`config.mk`:
```
export PLATFORM = sky130hd
export DESIGN_NAME = ahb_decoder_mux
export DESIGN_NICKNAME = d
export VERILOG_FILES = /design/src/rtl/ahb_pkg.sv /design/src/rtl/ahb_default_slave.sv /design/src/rtl/ahb_decoder_mux.sv
export SDC_FILE = /design/constraint.sdc
export NUM_CORES = 1
export LEC_CHECK = 0
export BUFFER_PORTS_ARGS = -buffer_cell sky130_fd_sc_hd__clkbuf_2
export CORE_AREA = 2 2 84 86
export CTS_BUF_LIST = sky130_fd_sc_hd__clkbuf_8
export CTS_CLUSTER_DIAMETER = 50
export DETAILED_ROUTE_END_ITERATION = 12
export DIE_AREA = 0 0 86 88
export HOLD_SLACK_MARGIN = 0.03
export MAX_ROUTING_LAYER = met4
export PLACE_DENSITY = 0.6
export SLEW_MARGIN = 10
export SYNTH_ARGS = -nofsm -noshare
export SYNTH_HDL_FRONTEND = slang
export SYNTH_SLANG_ARGS = --single-unit
```
`constraint.sdc`:
```
create_clock -name HCLK -period 2.1 [get_ports HCLK]
set_clock_uncertainty 0.2 [all_clocks]
set_input_delay 0.21 -clock HCLK [delete_from_list [all_inputs] [get_ports HCLK]]
set_output_delay 0.21 -clock HCLK [all_outputs]
set_load 0.1 [all_outputs]
```
`src/rtl/ahb_pkg.sv`:
```
// Shared AHB-Lite encodings and the default-slave state type used by the
// decoder/mux slice.
package ahb_pkg;

  localparam logic [1:0] HTRANS_IDLE   = 2'b00;
  localparam logic [1:0] HTRANS_BUSY   = 2'b01;
  localparam logic [1:0] HTRANS_NONSEQ = 2'b10;
  localparam logic [1:0] HTRANS_SEQ    = 2'b11;

  localparam logic HRESP_OKAY  = 1'b0;
  localparam logic HRESP_ERROR = 1'b1;

  typedef enum logic [1:0] {
    DS_IDLE = 2'b00,
    DS_ERR1 = 2'b01,
    DS_ERR2 = 2'b10
  } ds_state_e;

endpackage

```
`src/rtl/ahb_default_slave.sv`:
```
// Default slave: answers unmapped NONSEQ/SEQ transfers with a two-cycle ERROR
// and keeps a saturating count of the ERROR responses it has issued.
module ahb_default_slave
  import ahb_pkg::*;
#(
  parameter int ERR_CNT_WIDTH = 8
) (
  input  logic                     HCLK,
  input  logic                     HRESETn,
  input  logic                     HREADY,
  input  logic [1:0]               HTRANS,
  input  logic                     unmapped,
  output logic                     HREADYOUT,
  output logic                     HRESP,
  output logic [ERR_CNT_WIDTH-1:0] ERR_COUNT
);

  localparam logic [ERR_CNT_WIDTH-1:0] CNT_ONE = ERR_CNT_WIDTH'(1);
  localparam logic [ERR_CNT_WIDTH-1:0] CNT_MAX = {ERR_CNT_WIDTH{1'b1}};

  ds_state_e                state_q, state_d;
  logic [ERR_CNT_WIDTH-1:0] err_cnt_q, err_cnt_d;
  logic                     active_s;
  logic                     err_req_s;

  always_comb begin
    case (HTRANS)
      HTRANS_NONSEQ, HTRANS_SEQ: active_s = 1'b1;
      HTRANS_IDLE, HTRANS_BUSY:  active_s = 1'b0;
      default:                   active_s = 1'b0;
    endcase
  end

  // Only a completed address phase may start a new ERROR response.
  assign err_req_s = HREADY & unmapped & active_s;

  always_comb begin
    state_d   = state_q;
    err_cnt_d = err_cnt_q;
    case (state_q)
      DS_IDLE: state_d = err_req_s ? DS_ERR1 : DS_IDLE;
      DS_ERR1: begin
        state_d = DS_ERR2;
        if (err_cnt_q != CNT_MAX) begin
          err_cnt_d = err_cnt_q + CNT_ONE;
        end else begin
          err_cnt_d = err_cnt_q;
        end
      end
      DS_ERR2: state_d = err_req_s ? DS_ERR1 : DS_IDLE;
      default: state_d = DS_IDLE;
    endcase
  end

  always_ff @(posedge HCLK or negedge HRESETn) begin
    if (!HRESETn) begin
      state_q   <= DS_IDLE;
      err_cnt_q <= '0;
    end else begin
      state_q   <= state_d;
      err_cnt_q <= err_cnt_d;
    end
  end

  always_comb begin
    case (state_q)
      DS_IDLE: begin HREADYOUT = 1'b1; HRESP = HRESP_OKAY;  end
      DS_ERR1: begin HREADYOUT = 1'b0; HRESP = HRESP_ERROR; end
      DS_ERR2: begin HREADYOUT = 1'b1; HRESP = HRESP_ERROR; end
      default: begin HREADYOUT = 1'b1; HRESP = HRESP_OKAY;  end
    endcase
  end

  assign ERR_COUNT = err_cnt_q;

endmodule

```
`src/rtl/ahb_decoder_mux.sv`:
```
// AHB-Lite address decoder with data-phase response mux and built-in default
// slave for unmapped or disabled regions.
module ahb_decoder_mux
  import ahb_pkg::*;
#(
  parameter int                      DATA_WIDTH      = 32,
  parameter int                      ADDRESS_WIDTH   = 32,
  parameter int                      NO_OF_SLAVES    = 4,
  parameter int                      SLAVE_ADDR_BITS = 4,
  parameter logic [NO_OF_SLAVES-1:0] SLAVE_EN        = {NO_OF_SLAVES{1'b1}},
  parameter int                      ERR_CNT_WIDTH   = 8
) (
  input  logic                               HCLK,
  input  logic                               HRESETn,
  input  logic [ADDRESS_WIDTH-1:0]           HADDR,
  input  logic [1:0]                         HTRANS,
  output logic [NO_OF_SLAVES-1:0]            HSEL,
  input  logic [NO_OF_SLAVES*DATA_WIDTH-1:0] HRDATA_S,
  input  logic [NO_OF_SLAVES-1:0]            HREADYOUT_S,
  input  logic [NO_OF_SLAVES-1:0]            HRESP_S,
  output logic [DATA_WIDTH-1:0]              HRDATA,
  output logic                               HREADY,
  output logic                               HRESP,
  output logic [ERR_CNT_WIDTH-1:0]           ERR_COUNT
);

  localparam int                SEL_W       = NO_OF_SLAVES + 1;
  localparam logic [SEL_W-1:0]  SEL_DEFAULT = {1'b1, {NO_OF_SLAVES{1'b0}}};

  if ((NO_OF_SLAVES < 1) || (NO_OF_SLAVES > (2 ** SLAVE_ADDR_BITS))) begin : g_param_check
    $fatal(1, "ahb_decoder_mux: NO_OF_SLAVES must be in 1..2**SLAVE_ADDR_BITS");
  end

  logic [SLAVE_ADDR_BITS-1:0] idx_s;
  logic [NO_OF_SLAVES-1:0]    hsel_s;
  logic                       mapped_s;
  logic [SEL_W-1:0]           sel_q, sel_d;
  logic                       ds_hreadyout_s;
  logic                       ds_hresp_s;
  logic [DATA_WIDTH-1:0]      rdata_s;
  logic                       ready_s;
  logic                       resp_s;
  logic                       unused_addr_s;

  assign idx_s         = HADDR[ADDRESS_WIDTH-1 -: SLAVE_ADDR_BITS];
  assign unused_addr_s = ^HADDR[ADDRESS_WIDTH-SLAVE_ADDR_BITS-1:0];

  // Disabled or out-of-range regions simply never assert a select bit.
  always_comb begin
    hsel_s = '0;
    for (int i = 0; i < NO_OF_SLAVES; i++) begin
      hsel_s[i] = (idx_s == SLAVE_ADDR_BITS'(i)) & SLAVE_EN[i];
    end
  end

  assign mapped_s = |hsel_s;
  assign HSEL     = hsel_s;

  always_comb begin
    if (HREADY) begin
      sel_d = {~mapped_s, hsel_s};
    end else begin
      sel_d = sel_q;
    end
  end

  always_ff @(posedge HCLK or negedge HRESETn) begin
    if (!HRESETn) begin
      sel_q <= SEL_DEFAULT;
    end else begin
      sel_q <= sel_d;
    end
  end

  ahb_default_slave #(
    .ERR_CNT_WIDTH(ERR_CNT_WIDTH)
  ) u_default_slave (
    .HCLK      (HCLK),
    .HRESETn   (HRESETn),
    .HREADY    (HREADY),
    .HTRANS    (HTRANS),
    .unmapped  (~mapped_s),
    .HREADYOUT (ds_hreadyout_s),
    .HRESP     (ds_hresp_s),
    .ERR_COUNT (ERR_COUNT)
  );

  // sel_q is one-hot, so an AND-OR mux is exact; the default slave returns zero data.
  always_comb begin
    rdata_s = '0;
    ready_s = ds_hreadyout_s & sel_q[NO_OF_SLAVES];
    resp_s  = ds_hresp_s & sel_q[NO_OF_SLAVES];
    for (int i = 0; i < NO_OF_SLAVES; i++) begin
      rdata_s = rdata_s | (HRDATA_S[i*DATA_WIDTH +: DATA_WIDTH] & {DATA_WIDTH{sel_q[i]}});
      ready_s = ready_s | (HREADYOUT_S[i] & sel_q[i]);
      resp_s  = resp_s  | (HRESP_S[i] & sel_q[i]);
    end
  end

  assign HRDATA = rdata_s;
  assign HREADY = ready_s;
  assign HRESP  = resp_s;

endmodule
```
==> results of run 1 <==
-- power groups by stage --
stage	registers [mW]	logic [mW]	clock network (mW)
3_5_place_dp	0.498	4.04	0
3_3_place_gp	0.494	4.02	0
2_1_floorplan	0.819	2.32	0
6_report	0.493	4.12	0.228
5_1_grt	0.513	4.28	0.251
4_1_cts	0.493	4.04	0.237
-- per-stage QoR --
stage	setup WS (ps)	util [%]	std cells
2_1_floorplan	0.529	-	181
3_3_place_gp	252	46.4	438
3_5_place_dp	232	46.4	438
4_1_cts	20.1	47.3	443
5_1_grt	3.95	47.8	448
6_report	112	47.8	448
-- critical path, stage by stage (launching register included) --
cell and delay (ps):
dfrtp_1 410, a222oi_1 510, o211ai_4 200, buf_12 220
-- area by class of cell --
type                    instances  area [µm²]
fillers                       641        3470
inverters                       3        11.3
clock inverters                 1        3.75
well taps                      80         100
clock buffers                   3        41.3
multi-input cells             146        1070
repair buffers                200        1570
flip-flops and latches         15         387
-- metal layers --
metal	vias up	GRT usage (%)	part of all wire, %	routed length (µm)
met1	1011	19.8	39	2540
li1	1084	-	-	-
met4	0	3.32	1.1	72
met5	-	-	0	0
met3	6	2.54	7.7	504
met2	110	28.3	52	3410
-- worst max-delay path by stage --
stage	to	startpoint	slack [ps]
3_5_place_dp	u_default_slave.ERR_COUNT[7]	u_default_slave.state_q[1]	230
3_3_place_gp	u_default_slave.ERR_COUNT[7]	u_default_slave.state_q[1]	250
6_report	HREADY	sel_q[1]	110
2_1_floorplan	sel_q[0]	u_default_slave.state_q[1]	0.5
4_1_cts	HREADY	sel_q[1]	20
5_1_grt	HRESP	u_default_slave.state_q[0]	4
-- logic make-up after synthesis --
group	after synthesis	synth area share (%)
buf+inv	20	5.76
xor+xnor	2	1.20
fa+ha+maj	5	4.30
mux	10	7.57
flops	15	25.9
compound gates	74	38.3
simple gates	55	16.9
-- sequential cells by signal, indices dropped and copies added (netlist names) --
signal                     count
u_default_slave.ERR_COUNT      8
u_default_slave.state_q        2
sel_q                          5
-- cell usage in the layout, fill, tap and decap left out, types with 3 or more instances in the layout --
cell type,instances
a22oi_1,65
a21oi_1,3
buf_4,9
nand2_1,39
nand4_1,3
clkbuf_8,3
inv_1,4
dfrtp_1,6
ha_1,4
mux2_2,4
clkbuf_2,154
dfrtp_2,8
buf_12,36
mux2_4,4
-- repair_timing --
item                                   CTS  global route
setup endpoints to repair                0             1
resized for setup                        0             0
buffers inserted                         0             5
endpoints found under the hold margin   15             0
hold buffers                             1             0
==> metrics.md, run 1 <==
| Metric | Value |
|---|---|
| Largest cells by area after synthesis | a22oi_1, dfrtp_1, nand2_1 |
| Pint | between 1.5 and 2 mW |
| #FFs+latches synth | 15 |
| HP Start | HTRANS[1] |
| Slew margin rel. | 63.9% |
| Effective utilization at floorplan | between 20% and 30% |
| GR Util All Layers | between 10% and 20% |
| R2r startpoint | sel_q[1] |
| Worst Reg-to-Reg Cells | 4 |
| Avg Synthesized Cell Area | ~8.0 µm² |
| Yosys warns | 0 |
| Flop pwr share | 10.2% |
| Startpoint Class | flip-flop |
| Leak | 1.68 nW |
| Unrepaired setup endpoints after global routing | no |
| Fin nets | around 550 |
| WHS Path Cells | 3 |
| IO buf count | about 190 |
| Post-synth top cells | a22oi_1, nand2_1, clkbuf_1, dfrtp_1, mux2_2 |
| Final setup vio count | 0 |
| Synthesized cell area | around 1500 µm² |
| Status | completed |
| F_max | approximately 500 MHz |
| Root Driver | clkbuf_8 |
| Crit. End Element | primary output |
| Slew Viols, Final | 0 |
| Num rows | 30 |
| Period minus WS final | roughly 2000 ps |
| Seq/Total Area, Yosys | between 20% and 30% |
| FF-to-FF setup slack | 200 ps |
| Switching Share | a little over 60% |
| Hold path endpoint | u_default_slave.state_q[0] |
| Setup CP Type | flip-flop to primary output |
| Total CTS buffers | 3 |
| First-pass GRT wire length | approximately 9600 µm |
| Largest net degree at the start of global routing | 35 |
| Synth async-reset ratio | 100% |
| CTS tree | built |
| Slew @ Worst Pin | about 540 ps |
| Total grt overflow | 0 |
| DR iter-0 viols | between 80 and 90 |
| Cell area after layout | 3180 µm² |
| Largest area contributor in the netlist | a22oi_1 |
| CTS sink cnt | 15 |
| # diodes | 0 |
| Setup TNS | 0 ps |
| Synth Instances | ~180 |
| Syn Nets | between 300 and 400 |
| Hold Slack | between 100 and 150 ps |
| Reg2reg end | sel_q[0] |
| Initial antenna violation count | 0 |
| Pwr Total | ~4.8 mW |
| Post-synth cell types | 30 |
| Total Routed Length | about 6500 µm |
| Post-route DRC violation count | 0 |
| Combinational cell fraction of total power | approximately 85% |
| Worst min path class | input port to flip-flop |
| MaxCap Viol Count | 0 |
| Worst-skew pair later-pin latency | ~240 ps |
| Worst VDD drop | 0.00133 V |
| CTS Buffer Depth | 2 |
| Detail Route Antenna Nets | 0 |
| Core Region | between 6000 and 7000 µm² |
| Final Cycle Share | between 90% and 100% |
| Number of synthesized flops with an enable pin | 0 |
| Hpwl dp | roughly 5200 µm |
| Most numerous cell in the Yosys netlist | a22oi_1 |
| Clock slew at reported path FFs | 60 ps |
| I/O pin total | between 200 and 250 |
| Switching pwr | about 3 mW |
| Die area | around 7600 µm² |
| Clock share of power | ~4.7% |
| Die Wd | around 86 µm |
| Placer Congestion | 0.743 |
| Area grow syn2layout | 118% |
| Vias per cell | ~5 |
| Top-area cell type share of the netlist area | between 30% and 40% |
| Vias in the first global route | 1982 |
| Vias | 2211 |
| Die Y | 88 µm |
| Power per cell area | 1520 nW/µm² |
| Placed instance area | about 3000 µm² |
| Fin. Hold Viols | 0 |
| Wirelength per Cell | roughly 15 µm |
| Share of cells above drive strength 1 | 60.9% |
| Worst path required time | 1690 ps |
| Clock H-tree levels | 1 |
| CP Max Fanout | 6 |
| Worst Path Arrival | 1580 ps |
| Detailed-router iteration count before antenna repair | 6 |
| Top FF cell, synth | dfrtp_1 |
Power figures use the tool's default switching activity.
==> inputs of run 2 (changes only) <==
--- a/config.mk
+++ b/config.mk
@@ -6,14 +6,14 @@
 export NUM_CORES = 1
 export LEC_CHECK = 0
 export BUFFER_PORTS_ARGS = -buffer_cell sky130_fd_sc_hd__clkbuf_2
-export CORE_AREA = 2 2 84 86
+export CORE_AREA = 2 2 85 87
 export CTS_BUF_LIST = sky130_fd_sc_hd__clkbuf_8
 export CTS_CLUSTER_DIAMETER = 50
 export DETAILED_ROUTE_END_ITERATION = 12
-export DIE_AREA = 0 0 86 88
+export DIE_AREA = 0 0 87 89
 export HOLD_SLACK_MARGIN = 0.03
 export MAX_ROUTING_LAYER = met4
-export PLACE_DENSITY = 0.6
+export PLACE_DENSITY = 0.59
 export SLEW_MARGIN = 10
 export SYNTH_ARGS = -nofsm -noshare
 export SYNTH_HDL_FRONTEND = slang
==> constraint.sdc (replaced) <==
create_clock -name HCLK -period 2.3 [get_ports HCLK]
set_clock_uncertainty 0.2 [all_clocks]
set_input_delay 0.46 -clock HCLK [delete_from_list [all_inputs] [get_ports HCLK]]
set_output_delay 0.46 -clock HCLK [all_outputs]
set_load 0.1 [all_outputs]
==> run 2 against run 1 <==
  * Combinational power fell by 11%
  * Final cell count down 0.22%
  * Count of clock-buffer cells in the layout unchanged
  * Die area rose by 2.3%
  * Critical path type unchanged
  * Non-clock buffer count fell by 1
  * Flip-flop and latch count is the same
  * Critical endpoint is now HRESP
  * Highest routed layer unchanged
  * Core utilization is 0.46 points lower
==> metrics.md, run 2 (synthesis results as in run 1) <==
| Metric | Value |
|---|---|
| Slew margin rel. | 63.9% |
| Area grow syn2layout | 119% |
| Switching Share | around 60% |
| F_max | roughly 460 MHz |
| Root Driver | clkbuf_8 |
| Clock slew at reported path FFs | roughly 60 ps |
| Share of cells above drive strength 1 | between 50% and 60% |
| Setup CP Type | flip-flop to primary output |
| Detail Route Antenna Nets | 0 |
| Placed insts | ~440 |
| CTS sink cnt | 15 |
| Clock H-tree levels | 1 |
| Switching pwr | ~2.6 mW |
| Status | completed |
| Num rows | 30 |
| Fin nets | 545 |
| Hold Slack | 303 ps |
| Dpl ws | approximately 150 ps |
| Setup ws final | between 100 and 150 ps |
| MaxCap Viol Count | 0 |
| Total Routed Length | 6570 µm |
| Delay-heaviest family, CP | flip-flops |
| Commonest cells after routing, fill and taps aside | clkbuf_2, a22oi_1, nand2_1, buf_12, dfrtp_1 |
| Crit. Startpoint | u_default_slave.state_q[0] |
| Flop pwr share | between 10% and 20% |
| Initial antenna violation count | 0 |
| Combinational cell fraction of total power | 84.5% |
| GR Util All Layers | between 10% and 20% |
| Detailed-router iteration count before antenna repair | 4 |
| Buffers & Inverters on Critical Path | 2 |
| Worst-skew pair later-pin latency | about 250 ps |
| DR iter-0 viols | 88 |
| Die Y | 89 µm |
| Total CTS buffers | 3 |
| Crit. End Element | primary output |
| CP Max Fanout | 3 |
| Final Cycle Share | 95.2% |
| Power per cell area | 1350 nW/µm² |
| Vias in the first global route | a little over 2000 |
| Final non-filler cell total | around 450 |
| Die area | ~7700 µm² |
| Hpwl dp | between 5000 and 6000 µm |
| Worst VDD drop | roughly 0.0009 V |
| Period minus WS final | ~2200 ps |
| Wirelength per Cell | 14.7 µm |
| Crit-path cells | inv_1 -> ha_1 -> a222oi_1 -> nand2_1 -> buf_12 |
| Effective utilization at floorplan | between 20% and 30% |
| Pwr Total | around 4.3 mW |
| Worst min path class | flip-flop to flip-flop |
| Slew Viols, Final | 0 |
| Crit-path slowest cell | dfrtp_1 |
| Fillers | between 600 and 700 |
| CTS tree | built |
| Slew @ Worst Pin | ~540 ps |
| Crit-path max cell delay | 370 ps |
| Die Wd | a little under 90 µm |
| Leak | between 1.5 and 2 nW |
| Core Region | 6720 µm² |
| Setup TNS | 0 ps |
| Fin. Hold Viols | 0 |
| Startpoint Class | flip-flop |
| Clock share of power | slightly below 5% |
| Largest net degree at the start of global routing | 35 |
| First-pass GRT wire length | 9770 µm |
| Core Util, Final | about 47% |
| Pint | around 1.7 mW |
| Placed instance area | between 3000 and 4000 µm² |
| Vias | roughly 2100 |
| I/O pin total | ~220 |
| Max reg flops | 8 |
| Cell area after layout | approximately 3200 µm² |
| Unrepaired setup endpoints after global routing | no |
| Vias per cell | approximately 4.8 |
| IO buf count | roughly 190 |
| HP Start | u_default_slave.ERR_COUNT[0] |
| Post-route DRC violation count | 0 |
| Total grt overflow | 0 |
| Placer Congestion | 0.813 |
| Most common cell after layout, fill and taps aside | clkbuf_2 |
| Worst Path Arrival | approximately 1500 ps |
| Final setup vio count | 0 |
| CTS Buffer Depth | 2 |
| Worst path required time | about 1600 ps |
| R2r startpoint | u_default_slave.state_q[1] |
| # diodes | 0 |
-- run 2: changes by cell type in the layout (fill, tap and decap cells not counted), sizes merged --
cell	previous run	this run
clkbuf	157	153
inv	4	3
clkinv	0	1
buf	45	48
-- run 2: routing by layer --
metal	part of all wire, %	routed length, µm	vias to the layer above	GRT usage (%)
li1	-	-	1079	-
met1	40	2620	945	19.1
met2	52	3380	95	28.7
met3	6.9	456	10	2.03
met4	1.6	103	0	3.98
met5	0	0	-	-
-- run 2: worst register-to-register path: stages (launching register included) --
cell and delay [ps]:
dfrtp_1 400, inv_1 90, ha_1 250, nand4_1 190, nor3_1 260, mux2_2 360
-- run 2: power groups by stage --
stage          Combinational (mW)  Sequential (mW)  Clock, mW
2_1_floorplan                2.08            0.741          0
3_3_place_gp                 3.63            0.453          0
3_5_place_dp                 3.65            0.459          0
4_1_cts                      3.67            0.456      0.222
5_1_grt                      3.78            0.473      0.234
6_report                     3.65            0.454      0.213
-- run 2: repair_timing --
item,CTS,global route
resized for setup,1,0
hold endpoints to repair,14,0
buffers inserted,1,0
setup endpoints to repair,24,0
hold buffers,1,0
-- run 2: final cells by class --
cell class	count	area (µm²)	share of cell area, %
Multi-Input combinational cell	146	1050	32.9
Inverter	3	11.3	0.354
Timing Repair Buffer	199	1600	50.2
Clock inverter	1	5.00	0.157
Clock buffer	3	41.3	1.30
Sequential cell	15	380	11.9
Tap cell	80	100	3.14
-- run 2: worst paths after layout --
kind | endpoint | slack, ps | cells after the start
setup / recovery | HRESP | 110 | 5
min in group asynchronous | u_default_slave.ERR_COUNT[4] | 470 | 2
hold reg to reg | u_default_slave.ERR_COUNT[0] | 300 | 1
max in group asynchronous | sel_q[4] | 1120 | 2
setup reg to reg | u_default_slave.ERR_COUNT[7] | 440 | 5
hold / removal | u_default_slave.ERR_COUNT[0] | 300 | 1
==> inputs of run 3 (changes only) <==
--- a/config.mk
+++ b/config.mk
@@ -6,15 +6,16 @@
 export NUM_CORES = 1
 export LEC_CHECK = 0
 export BUFFER_PORTS_ARGS = -buffer_cell sky130_fd_sc_hd__clkbuf_2
-export CORE_AREA = 2 2 85 87
+export CORE_AREA = 2 2 84 86
 export CTS_BUF_LIST = sky130_fd_sc_hd__clkbuf_8
 export CTS_CLUSTER_DIAMETER = 50
 export DETAILED_ROUTE_END_ITERATION = 12
-export DIE_AREA = 0 0 87 89
+export DIE_AREA = 0 0 86 88
 export HOLD_SLACK_MARGIN = 0.03
 export MAX_ROUTING_LAYER = met4
-export PLACE_DENSITY = 0.59
+export PLACE_DENSITY = 0.61
 export SLEW_MARGIN = 10
 export SYNTH_ARGS = -nofsm -noshare
 export SYNTH_HDL_FRONTEND = slang
+export SYNTH_HIERARCHICAL = 1
 export SYNTH_SLANG_ARGS = --single-unit
==> run 3 against run 2 <==
  * Cell area grew 1.0%
  * Largest cell class unchanged
  * Count of clock-buffer cells in the layout is the same
  * Combinational power shrank 96%
  * Sequential share of layout area shrank 0.24 points
  * Final cell count grew 0.45%
  * Hold slack lost 39 ps
  * Non-clock buffer count shrank 1
  * Critical path depth grew 1
  * Synthesized cell count grew 1.7%
  * Setup slack lost 61 ps
  * Clock power grew 2%
  * Total power shrank 85%
==> metrics.md, run 3 <==
| Metric | Value |
|---|---|
| Core Region | approximately 6600 µm² |
| Vias | approximately 2200 |
| Die Y | just under 90 µm |
| Commonest cells after routing, fill and taps aside | clkbuf_2, a22oi_1, buf_12, nand2_1, dfrtp_1 |
| Unrepaired setup endpoints after global routing | yes |
| Post-synth top cells | a22oi_1, nand2_1, dfrtp_1, clkbuf_1, ha_1 |
| Synth Instances | around 180 |
| CTS tree | built |
| Worst Path Arrival | between 1500 and 2000 ps |
| Total CTS buffers | 3 |
| Synth Area in Compound Gates | between 30% and 40% |
| Simple-Gate Fraction of Synth Area | between 15 and 20% |
| Global routing met1 resource utilization | around 20% |
| Detailed-router iteration count before antenna repair | 4 |
| Power per cell area | around 200 nW/µm² |
| First-pass GRT wire length | 9330 µm |
| CP Max Fanout | 6 |
| Die area | about 7600 µm² |
| Worst min path class | input port to flip-flop |
| Most numerous cell in the Yosys netlist | a22oi_1 |
| GR Util All Layers | between 10% and 20% |
| R2r startpoint | u_default_slave/state_q[0] |
| #FFs+latches synth | 15 |
| Worst-skew pair later-pin latency | around 250 ps |
| Core Util, Final | 48.4% |
| Wirelength per Cell | 14.6 µm |
| Hold path endpoint | u_default_slave/state_q[0] |
| Largest family of logic cells by synthesized area | compound AO/OA/AOI/OAI gates |
| Avg Synthesized Cell Area | approximately 8 µm² |
| Startpoint Class | flip-flop |
| Hpwl dp | roughly 5300 µm |
| Worst VDD drop | roughly 0.00023 V |
| Yosys warns | 6 |
| WHS Path Cells | 3 |
| Die Wd | between 80 and 90 µm |
| CTS Buffer Depth | 2 |
| Share of cells above drive strength 1 | around three fifths |
| Area grow syn2layout | 116% |
| Slew @ Worst Pin | 542 ps |
| Reg2reg end | sel_q[1] |
| Crit. End Element | primary output |
| Busiest grt layer | met2 |
| Pwr Total | 0.645 mW |
| Fillers | 626 |
| Top FF cell, synth | dfrtp_1 |
| Max reg flops | 8 |
| Final Cycle Share | 97.8% |
| I/O pin total | 218 |
| Largest area contributor in the netlist | a22oi_1 |
| Fin. Hold Viols | 0 |
| CTS sink cnt | 15 |
| MaxCap Viol Count | 0 |
| IO buf count | about 190 |
| Slew margin rel. | between 60% and 70% |
| Placer Congestion | 0.743 |
| Top-area cell type share of the netlist area | roughly a third |
| Vias per cell | around 4.9 |
| Slew Viols, Final | 0 |
| Num rows | 30 |
| Syn Nets | roughly 360 |
| FF-to-FF setup slack | approximately 350 ps |
| Met2 Use GR | 26.6% |
| Global Route met3 Usage | 2.45% |
| Number of synthesized flops with an enable pin | 0 |
| DR iter-0 viols | around 110 |
| # diodes | 0 |
| Post-synth cell types | 33 |
| HP Start | HTRANS[1] |
| Fin nets | around 550 |
| Synth async-reset ratio | 100% |
| Detail Route Antenna Nets | 0 |
| Worst Reg-to-Reg Cells | 7 |
| Effective utilization at floorplan | 22.4% |
| Setup TNS | 0 ps |
| Period minus WS final | about 2200 ps |
| Initial antenna violation count | 0 |
| Total Routed Length | ~6500 µm |
| Leak | 1.69 nW |
| Synthesized cell area | 1490 µm² |
| Vias in the first global route | ~1900 |
| Setup CP Type | flip-flop to primary output |
| Mux share of post-synthesis cell area | 6.31% |
| Synth Area in XOR/XNOR | between 1 and 1.5% |
| Largest net degree at the start of global routing | 36 |
| Largest cells by area after synthesis | a22oi_1, dfrtp_1, nand2_1 |
| Final setup vio count | 0 |
| Status | completed |
| Sequential Area | ~380 µm² |
| Adder-cell share of the synthesized area | about 5% |
| Seq/Total Area, Yosys | approximately 25% |
| Clock H-tree levels | 1 |
| Most common cell after layout, fill and taps aside | clkbuf_2 |
| Root Driver | clkbuf_8 |
| Post-route DRC violation count | 0 |
| Clock slew at reported path FFs | around 60 ps |
| Area occupied by multi-input gates | roughly 1100 µm² |
| Worst path required time | 1640 ps |
| F_max | between 400 and 500 MHz |
| Total grt overflow | 0 |
run 3: how the worst max path moves through the flow:
stage	startpoint	endpoint	slack (ps)	cells past startpoint
6_report	u_default_slave/state_q[0]	HREADY	50	6
5_1_grt	u_default_slave/state_q[0]	HRESP	-50	5
4_1_cts	u_default_slave/state_q[1]	HREADY	-8	6
3_5_place_dp	u_default_slave/state_q[1]	HREADY	220	6
3_3_place_gp	u_default_slave/state_q[1]	HREADY	250	6
2_1_floorplan	HADDR[31]	HSEL[1]	-70	3
run 3: cells by family after synthesis:
logic type	count (synthesis)
AOI/OAI and AO/OA	75
muxes	8
xor gates and xnor gates	2
DFF	15
buffers and inverters	22
and+or+nand+nor	56
adders and majority gates	6
run 3: timing repair:
action | in CTS | in global routing
hold buffers | 1 | 0
endpoints found under the hold margin | 14 | 0
resized for setup | 1 | 2
buffers inserted | 0 | 2
pin swaps | 1 | 3
setup endpoints to repair | 1 | 2
run 3: layout make-up:
| cell class | instances | area share (%) |
|---|---|---|
| multi-input cells | 147 | 33.7 |
| inverters | 5 | 0.584 |
| flip-flops and latches | 15 | 11.7 |
| well taps | 80 | 3.11 |
| clock buffers | 3 | 1.28 |
| repair buffers | 198 | 49.4 |
| clock inverters | 1 | 0.156 |
run 3: report_power, final:
| group | leakage (nW) | internal (mW) | switching (mW) |
|---|---|---|---|
| Sequential | 0.206 | 0.264 | 0 |
| Clock | 0.0255 | 0.120 | 0.0977 |
| Combinational | 1.46 | 0.0995 | 0.0640 |
| Total | 1.69 | 0.483 | 0.162 |
run 3: critical path: stages, from the launching register on:
cell and delay [ps]:
dfrtp_1 400, buf_4 140, ha_4 150, inv_1 50, a222oi_1 280, nand2_2 130, buf_12 190
run 3: per-stage QoR:
stage	std cells	area [µm²]	hold slack, ps	worst slack, ps
after CTS	447	3190	255	-8.23
after global routing	449	3220	272	-47.4
after detailed placement	442	3130	201	220
final	449	3220	264	50.0
after floorplan	184	1560	-35.6	-68.0
after global placement	442	3130	192	252
run 3: routing by layer:
| metal | vias to the layer above | part of all wire, % |
|---|---|---|
| met3 | 0 | 10 |
| met5 | - | 0 |
| met1 | 983 | 38 |
| met4 | 0 | 0 |
| met2 | 124 | 52 |
| li1 | 1087 | - |
